$ cat src/rtl/wfetch_pkg.sv
// Shared types and constants for the weight fetch controller.
// Holds the FSM state encoding, fixed SRAM geometry (address/data width,
// beats per tile) and the bank-pair select values.
package wfetch_pkg;

    localparam int unsigned ADDR_W = 15;
    localparam int unsigned DATA_W = 64;
    localparam int unsigned ROWS   = 32;
    localparam int unsigned BEAT_W = $clog2(ROWS);

    // Pair select: PAIR_A = banks {4,5}, PAIR_B = banks {6,7}
    localparam logic PAIR_A = 1'b0;
    localparam logic PAIR_B = 1'b1;

    typedef enum logic [2:0] {
        IDLE,
        FETCH,
        DRAIN,
        LOADED,
        WAIT,
        DONE
    } state_t;

endpackage

$ cat src/rtl/rd_return_pipe.sv
// Return-path tracker: RD_LAT-deep shift of {valid, pair_sel} that mirrors
// the SRAM read latency so returned data can be tagged with its bank pair.
// Ports:
//   clk, rst            clock, synchronous active-high clear
//   in_valid, in_pair   read issued this cycle and its pair select
//   out_valid, out_pair tag for the data arriving this cycle
//   pend                a read is still in flight behind the output stage
module rd_return_pipe #(
    parameter int unsigned DEPTH = 1
) (
    input  logic clk,
    input  logic rst,
    input  logic in_valid,
    input  logic in_pair,
    output logic out_valid,
    output logic out_pair,
    output logic pend
);

    logic [DEPTH-1:0] vld;
    logic [DEPTH-1:0] sel;

    // Shift toward the MSB; the concatenation drops the oldest entry
    always_ff @(posedge clk) begin
        if (rst) begin
            vld <= '0;
            sel <= '0;
        end else begin
            vld <= DEPTH'({vld, in_valid});
            sel <= DEPTH'({sel, in_pair});
        end
    end

    assign out_valid = vld[DEPTH-1];
    assign out_pair  = sel[DEPTH-1];
    // Any valid in stages other than the output stage
    assign pend      = |DEPTH'(vld << 1);

endmodule

$ cat src/rtl/weight_fetch_ctrl.sv
// Weight fetch controller: read master for weight SRAM banks 4..7.
// Issues ROWS-beat read bursts per tile, alternating bank pairs {4,5} and
// {6,7} per tile, and forwards returned data to the compute core.
// Ports:
//   clk, rst                 clock, synchronous active-high reset
//   start, base_addr,        job launch (accepted only in IDLE)
//   num_tiles                tiles per job (0 behaves as 1)
//   next_tile                controller pulse: fetch next tile (WAIT only)
//   bre_*, braddr_*          SRAM read enable/address per bank
//   rdata_*                  SRAM read data, RD_LAT cycles after bre
//   brvalid_*, brdata_*      data toward compute core (data 0 when invalid)
//   tile_loaded              pulse 2 cycles after the last beat of a tile
//   busy, job_done           job in progress / final tile loaded
//   perf_cycles              busy-cycle counter when WFETCH_PERF_EN is
//                            defined, otherwise constant 0
// RD_LAT supported range: 1..4.
module weight_fetch_ctrl
    import wfetch_pkg::*;
#(
    parameter int unsigned RD_LAT = 1,
    parameter int unsigned TILE_W = 8
) (
    input  logic              clk,
    input  logic              rst,
    input  logic              start,
    input  logic [ADDR_W-1:0] base_addr,
    input  logic [TILE_W-1:0] num_tiles,
    input  logic              next_tile,
    output logic              bre_4,
    output logic              bre_5,
    output logic              bre_6,
    output logic              bre_7,
    output logic [ADDR_W-1:0] braddr_4,
    output logic [ADDR_W-1:0] braddr_5,
    output logic [ADDR_W-1:0] braddr_6,
    output logic [ADDR_W-1:0] braddr_7,
    input  logic [DATA_W-1:0] rdata_4,
    input  logic [DATA_W-1:0] rdata_5,
    input  logic [DATA_W-1:0] rdata_6,
    input  logic [DATA_W-1:0] rdata_7,
    output logic              brvalid_4,
    output logic              brvalid_5,
    output logic              brvalid_6,
    output logic              brvalid_7,
    output logic [DATA_W-1:0] brdata_4,
    output logic [DATA_W-1:0] brdata_5,
    output logic [DATA_W-1:0] brdata_6,
    output logic [DATA_W-1:0] brdata_7,
    output logic              tile_loaded,
    output logic              busy,
    output logic              job_done,
    output logic [31:0]       perf_cycles
);

    state_t            state, state_n;
    logic [BEAT_W-1:0] beat, beat_n;
    logic [TILE_W-1:0] tile, tile_n;
    logic [TILE_W-1:0] tile_last, tile_last_n;
    logic              pair, pair_n;
    logic [ADDR_W-1:0] addr, addr_n;
    logic [3:0]        bre_q, bre_n;
    logic [ADDR_W-1:0] raddr_q [4];
    logic [ADDR_W-1:0] raddr_n [4];
    logic              tile_loaded_n, job_done_n, busy_n, fetch_n;
    logic              pipe_valid, pipe_pair, pipe_pend;

    // State and registered outputs
    always_ff @(posedge clk) begin
        if (rst) begin
            state       <= IDLE;
            beat        <= '0;
            tile        <= '0;
            tile_last   <= '0;
            pair        <= PAIR_A;
            addr        <= '0;
            bre_q       <= '0;
            raddr_q     <= '{default: '0};
            tile_loaded <= 1'b0;
            job_done    <= 1'b0;
            busy        <= 1'b0;
        end else begin
            state       <= state_n;
            beat        <= beat_n;
            tile        <= tile_n;
            tile_last   <= tile_last_n;
            pair        <= pair_n;
            addr        <= addr_n;
            bre_q       <= bre_n;
            raddr_q     <= raddr_n;
            tile_loaded <= tile_loaded_n;
            job_done    <= job_done_n;
            busy        <= busy_n;
        end
    end

    // Next state; addr is the word issued this cycle and keeps counting
    // across tiles, so each tile starts at base + tile*ROWS for free.
    always_comb begin
        state_n       = state;
        beat_n        = beat;
        tile_n        = tile;
        tile_last_n   = tile_last;
        pair_n        = pair;
        addr_n        = addr;
        tile_loaded_n = 1'b0;
        job_done_n    = 1'b0;
        case (state)
            IDLE: begin
                if (start) begin
                    state_n     = FETCH;
                    beat_n      = '0;
                    tile_n      = '0;
                    tile_last_n = (num_tiles == '0) ? '0 : num_tiles - TILE_W'(1);
                    pair_n      = PAIR_A;
                    addr_n      = base_addr;
                end
            end
            FETCH: begin
                addr_n = addr + ADDR_W'(1);
                if (beat == BEAT_W'(ROWS - 1)) begin
                    state_n = DRAIN;
                    beat_n  = '0;
                end else begin
                    beat_n = beat + BEAT_W'(1);
                end
            end
            // Leave when the final beat is at the pipe output with nothing behind it
            DRAIN: begin
                if (pipe_valid && !pipe_pend) begin
                    state_n = LOADED;
                end
            end
            LOADED: begin
                tile_loaded_n = 1'b1;
                if (tile == tile_last) begin
                    state_n    = DONE;
                    job_done_n = 1'b1;
                end else begin
                    state_n = WAIT;
                end
            end
            WAIT: begin
                if (next_tile) begin
                    state_n = FETCH;
                    tile_n  = tile + TILE_W'(1);
                    pair_n  = ~pair;
                end
            end
            DONE:    state_n = IDLE;
            default: state_n = IDLE;
        endcase

        fetch_n = (state_n == FETCH);
        busy_n  = (state_n != IDLE);
        bre_n   = fetch_n ? ((pair_n == PAIR_B) ? 4'b1100 : 4'b0011) : 4'b0000;
        for (int k = 0; k < 4; k++) begin
            raddr_n[k] = bre_n[k] ? addr_n : '0;
        end
    end

    assign bre_4    = bre_q[0];
    assign bre_5    = bre_q[1];
    assign bre_6    = bre_q[2];
    assign bre_7    = bre_q[3];
    assign braddr_4 = raddr_q[0];
    assign braddr_5 = raddr_q[1];
    assign braddr_6 = raddr_q[2];
    assign braddr_7 = raddr_q[3];

    rd_return_pipe #(
        .DEPTH(RD_LAT)
    ) u_ret_pipe (
        .clk      (clk),
        .rst      (rst),
        .in_valid (bre_q[0] | bre_q[2]),
        .in_pair  (bre_q[2]),
        .out_valid(pipe_valid),
        .out_pair (pipe_pair),
        .pend     (pipe_pend)
    );

    // Return data goes straight through; only the tag is pipelined
    assign brvalid_4 = pipe_valid && (pipe_pair == PAIR_A);
    assign brvalid_5 = pipe_valid && (pipe_pair == PAIR_A);
    assign brvalid_6 = pipe_valid && (pipe_pair == PAIR_B);
    assign brvalid_7 = pipe_valid && (pipe_pair == PAIR_B);
    assign brdata_4  = brvalid_4 ? rdata_4 : '0;
    assign brdata_5  = brvalid_5 ? rdata_5 : '0;
    assign brdata_6  = brvalid_6 ? rdata_6 : '0;
    assign brdata_7  = brvalid_7 ? rdata_7 : '0;

`ifdef WFETCH_PERF_EN
    logic [31:0] perf_q;

    // Busy-cycle counter, restarted by an accepted start, saturating
    always_ff @(posedge clk) begin
        if (rst) begin
            perf_q <= '0;
        end else if (state == IDLE && start) begin
            perf_q <= '0;
        end else if (busy && perf_q != '1) begin
            perf_q <= perf_q + 32'd1;
        end
    end

    assign perf_cycles = perf_q;
`else
    assign perf_cycles = '0;
`endif

endmodule

$ cat config.mk
export PLATFORM = sky130hd
export DESIGN_NAME = weight_fetch_ctrl
export DESIGN_NICKNAME = d
export VERILOG_FILES = /design/src/rtl/wfetch_pkg.sv /design/src/rtl/rd_return_pipe.sv /design/src/rtl/weight_fetch_ctrl.sv
export SDC_FILE = /design/constraint.sdc
export NUM_CORES = 1
export LEC_CHECK = 0
export ABC_CLOCK_PERIOD_IN_PS = 2300
export BUFFER_PORTS_ARGS = -buffer_cell sky130_fd_sc_hd__buf_2
export CORE_AREA = 4 4 245 247
export CTS_BUF_LIST = sky130_fd_sc_hd__clkbuf_4 sky130_fd_sc_hd__clkbuf_8
export CTS_CLUSTER_DIAMETER = 120
export DETAILED_ROUTE_END_ITERATION = 16
export DIE_AREA = 0 0 249 251
export GPL_TIMING_DRIVEN = 0
export SKIP_LAST_GASP = 1
export SLEW_MARGIN = 20
export SYNTH_ARGS = -nofsm -noshare
export SYNTH_HDL_FRONTEND = slang
export SYNTH_HIERARCHICAL = 1
export SYNTH_SLANG_ARGS = --single-unit
$ cat constraint.sdc
create_clock -name clk -period 2.3 [get_ports clk]
set_input_delay 0.46 -clock clk [delete_from_list [all_inputs] [get_ports clk]]
set_output_delay 0.46 -clock clk [all_outputs]
set_load 0.02 [all_outputs]
==> impl_metrics.env <==
export IMPL_status="complete, no violations"
export IMPL_synth_top_area_share_pct=27.8
export IMPL_async_reset_ff_share_pct=0
export IMPL_synth_commonest_cells="and3_1 (136), and2_1 (130), nor2_1 (78), dfxtp_1 (77), buf_4 (67)"
export IMPL_crit_chain="nor2b_4, buf_8, clkbuf_4, and2_1, buf_2"
export IMPL_drc=0
export IMPL_tightest_slew_ns=0.893
export IMPL_maxSlewHeadroom_pct=40.2
export IMPL_cp_depth=5
export IMPL_clk_pin_slew_ns=0.09
export IMPL_core_um2=57600
export IMPL_timing_rr_start="state[1]"
export IMPL_final_cells=2225
export IMPL_synth_seq_cells=77
export IMPL_rsz0062_at_grt="true"
export IMPL_pre_cts_ws_ns=-0.493
export IMPL_path_buf_inv=3
export IMPL_fin_util_pct=17.8
export IMPL_synth_edf_count=0
export IMPL_reg2regPathDepth=6
export IMPL_finalNetCount=1683
export IMPL_synth_main_ff_cell="dfxtp_1"
export IMPL_vias_per_cell=3.71
export IMPL_seq_area_um2=1550
export IMPL_dieArea_um2=62500
export IMPL_r2r_end="braddr_4[1]"
export IMPL_ir_drop_mv=0.227
export IMPL_yosysTopAreaCell="dfxtp_1"
export IMPL_whs_ns=0.311
export IMPL_hold_buffers=0
export IMPL_power_density_nw_per_um2=356
export IMPL_synth_area_leaders="dfxtp_1 (28%), and3_1 (15%), and2_1 (15%), buf_4 (9.1%), nor2_1 (5.3%)"
export IMPL_crit_fanout=10
export IMPL_endpoint_kind="primary output"
export IMPL_arrival_ns=1.75
export IMPL_placedInstanceArea_um2=9670
export IMPL_slowest_stage="dfxtp_4"
export IMPL_drtAntennaViolNets=0
export IMPL_yosysMostFrequentCell="and3_1"
export IMPL_h_tree_depth=3
export IMPL_maxCapViolations=0
export IMPL_die_h_um=251
export IMPL_ys_warn_count=6
export IMPL_crit_path_max_incr_delay_ns=0.41
export IMPL_rows=88
export IMPL_finalHoldViolCount=0
export IMPL_num_vias=8251
export IMPL_fmax_mhz=452
export IMPL_clock_latency_ns=0.40
export IMPL_grt_pass1_vias=7682
export IMPL_fillers=6662
export IMPL_gp_congestion=0.954
export IMPL_rrSetupSlack_ns=0.16
export IMPL_antenna_found_initial=139
export IMPL_cp_required_ns=1.84
export IMPL_start_kind="register"
export IMPL_synth_cell_types=53
export IMPL_finalCritPeriodShare_pct=96.2
export IMPL_place_inst=2148
export IMPL_grt_first_pass_wirelength_mm=76.1
export IMPL_crit_start="u_ret_pipe/out_valid"
export IMPL_final_cell_area_um2=10200
export IMPL_grt_max_degree=20
export IMPL_yosysSeqAreaShare_pct=27.8
export IMPL_clk_root_buffer_cell="clkbuf_8"
export IMPL_grt_use_total_pct=18.4
export IMPL_wire_per_inst_um=27.3
export IMPL_wl_mm=60.8
export IMPL_synthCells=743
export IMPL_syn_to_final_growth_pct=84.5
export IMPL_ios=642
export IMPL_p_leak_nw=6.15
export IMPL_drt_iter0_drc=552
export IMPL_portBuffers=609
export IMPL_cts_buffers=9
export IMPL_fin_crit_ns=2.21
export IMPL_slew_violations=0
export IMPL_netlist_area_um2=5550
export IMPL_cts_buffer_depth=2
export IMPL_cts_tree="built"
export IMPL_clock_sinks=77
export IMPL_hpwl_mm=56.4
export IMPL_hp_class="in2reg"
export IMPL_dr_pass1_iters=5
export IMPL_finalSetupViolCount=0
export IMPL_initial_core_util_pct=9.64
export IMPL_setup_worst_path_end="brdata_4[58]"
export IMPL_critical_path_class="reg2out"
export IMPL_worst_slack_ns=0.0875
export IMPL_gr_total_overflow=0
export IMPL_synth_area_per_cell_um2=7.47
export IMPL_drive_above_1_share_pct=53.9
export IMPL_fin_skew_ns=0.0155
export IMPL_die_width_um=249
export IMPL_cpLargestDelayFamily="buffers and inverters"
export IMPL_multi_input_area_um2=3430
==> through the flow <==
step                TNS [ns]  power, mW
floorplan                  0       2.00
global placement      -51.99       2.50
detailed placement    -58.70       2.51
CTS                   -0.415       3.68
global route        -0.00403       3.85
finish                     0       3.65
==> power by group <==
part | leakage (nW) | internal (mW) | switching (mW) | total, mW
logic | 5.42 | 0.472 | 0.633 | 1.10
registers | 0.628 | 1.38 | 0.0482 | 1.43
clock network | 0.101 | 0.530 | 0.583 | 1.11
==> cell type report <==
cell class                 count  share of cell area [%]
antenna                       60                    1.47
clock inverter                 5                   0.586
sequential                    77                    15.1
buffer                       125                    8.03
timing repair buffer         613                    30.4
tap                          765                    9.35
multi-input combinational    562                    33.5
inverter                       7                   0.257
clock buffer                  11                    1.36
==> cells in the final DEF (no fill, tap or decap), drive strengths merged, types with 2 or more instances in the layout <==
master / instances
a21oi: 20
a221oi: 8
a22oi: 2
and2: 131
and3: 136
buf: 691
clkbuf: 58
clkinv: 2
conb: 33
dfxtp: 77
diode: 60
ha: 5
inv: 8
nand2: 24
nand2b: 3
nand3: 6
nand3b: 3
nand4: 8
nor2: 78
nor2b: 12
nor3: 9
nor3b: 4
nor4: 6
nor4b: 2
o211a: 2
o211ai: 2
o21ai: 22
o31ai: 3
or2: 3
or4b: 2
xnor2: 7
xor2: 15
==> worst min-delay path by stage <==
stage,start,end,slack (ns),cells past startpoint
finish,num_tiles[0],tile_last[0],0.31,2
global route,num_tiles[0],tile_last[0],0.32,2
CTS,num_tiles[0],tile_last[0],0.28,2
detailed placement,beat[3],beat[3],0.46,1
global placement,tile_last[7],tile_last[7],0.46,2
floorplan,beat[3],beat[3],0.44,1
==> per-layer routing <==
| metal | wire, µm | GRT usage (%) | vias to the layer above | share of wire (%) |
|---|---|---|---|---|
| li1 | - | - | 3798 | - |
| met1 | 21400 | 18.8 | 3666 | 35 |
| met2 | 22200 | 23.8 | 557 | 37 |
| met3 | 15700 | 23.3 | 138 | 26 |
| met4 | 768 | 2.84 | 92 | 1.3 |
| met5 | 635 | 0 | - | 1.0 |
==> sequential cells by signal, summed over array words and instances, names as in the netlist <==
| register | count |
|---|---|
| tile_last | 8 |
| addr | 15 |
| tile | 8 |
| state | 3 |
| tile_loaded | 1 |
| job_done | 1 |
| u_ret_pipe/out_valid | 1 |
| bre_q | 2 |
| beat | 5 |
| braddr_4 | 15 |
| u_ret_pipe/out_pair | 1 |
| busy | 1 |
| pair | 1 |
| braddr_6 | 15 |
==> what timing repair did <==
| action | in CTS | in global routing |
|---|---|---|
| buffers inserted | 4 | 0 |
| resized for setup | 36 | 51 |
| endpoints found under the setup margin | 285 | 98 |
| pin swaps | 2 | 0 |
==> cells by family (layout without fill, tap and decap cells) <==
group / count (synthesis) / in the layout / share of synthesized area [%]
multiplexers: 1 / 1 / 0.203
AND/OR/NAND/NOR: 432 / 432 / 44.7
AO/OA/AOI/OAI: 69 / 69 / 8.57
buffers and inverters: 135 / 761 / 14.1
other: 2 / 93 / 0.135
flip-flops: 77 / 77 / 27.8
XOR/XNOR: 22 / 22 / 3.47
adder cells (fa/ha/maj): 5 / 5 / 1.13
Power figures use the tool's default switching activity.
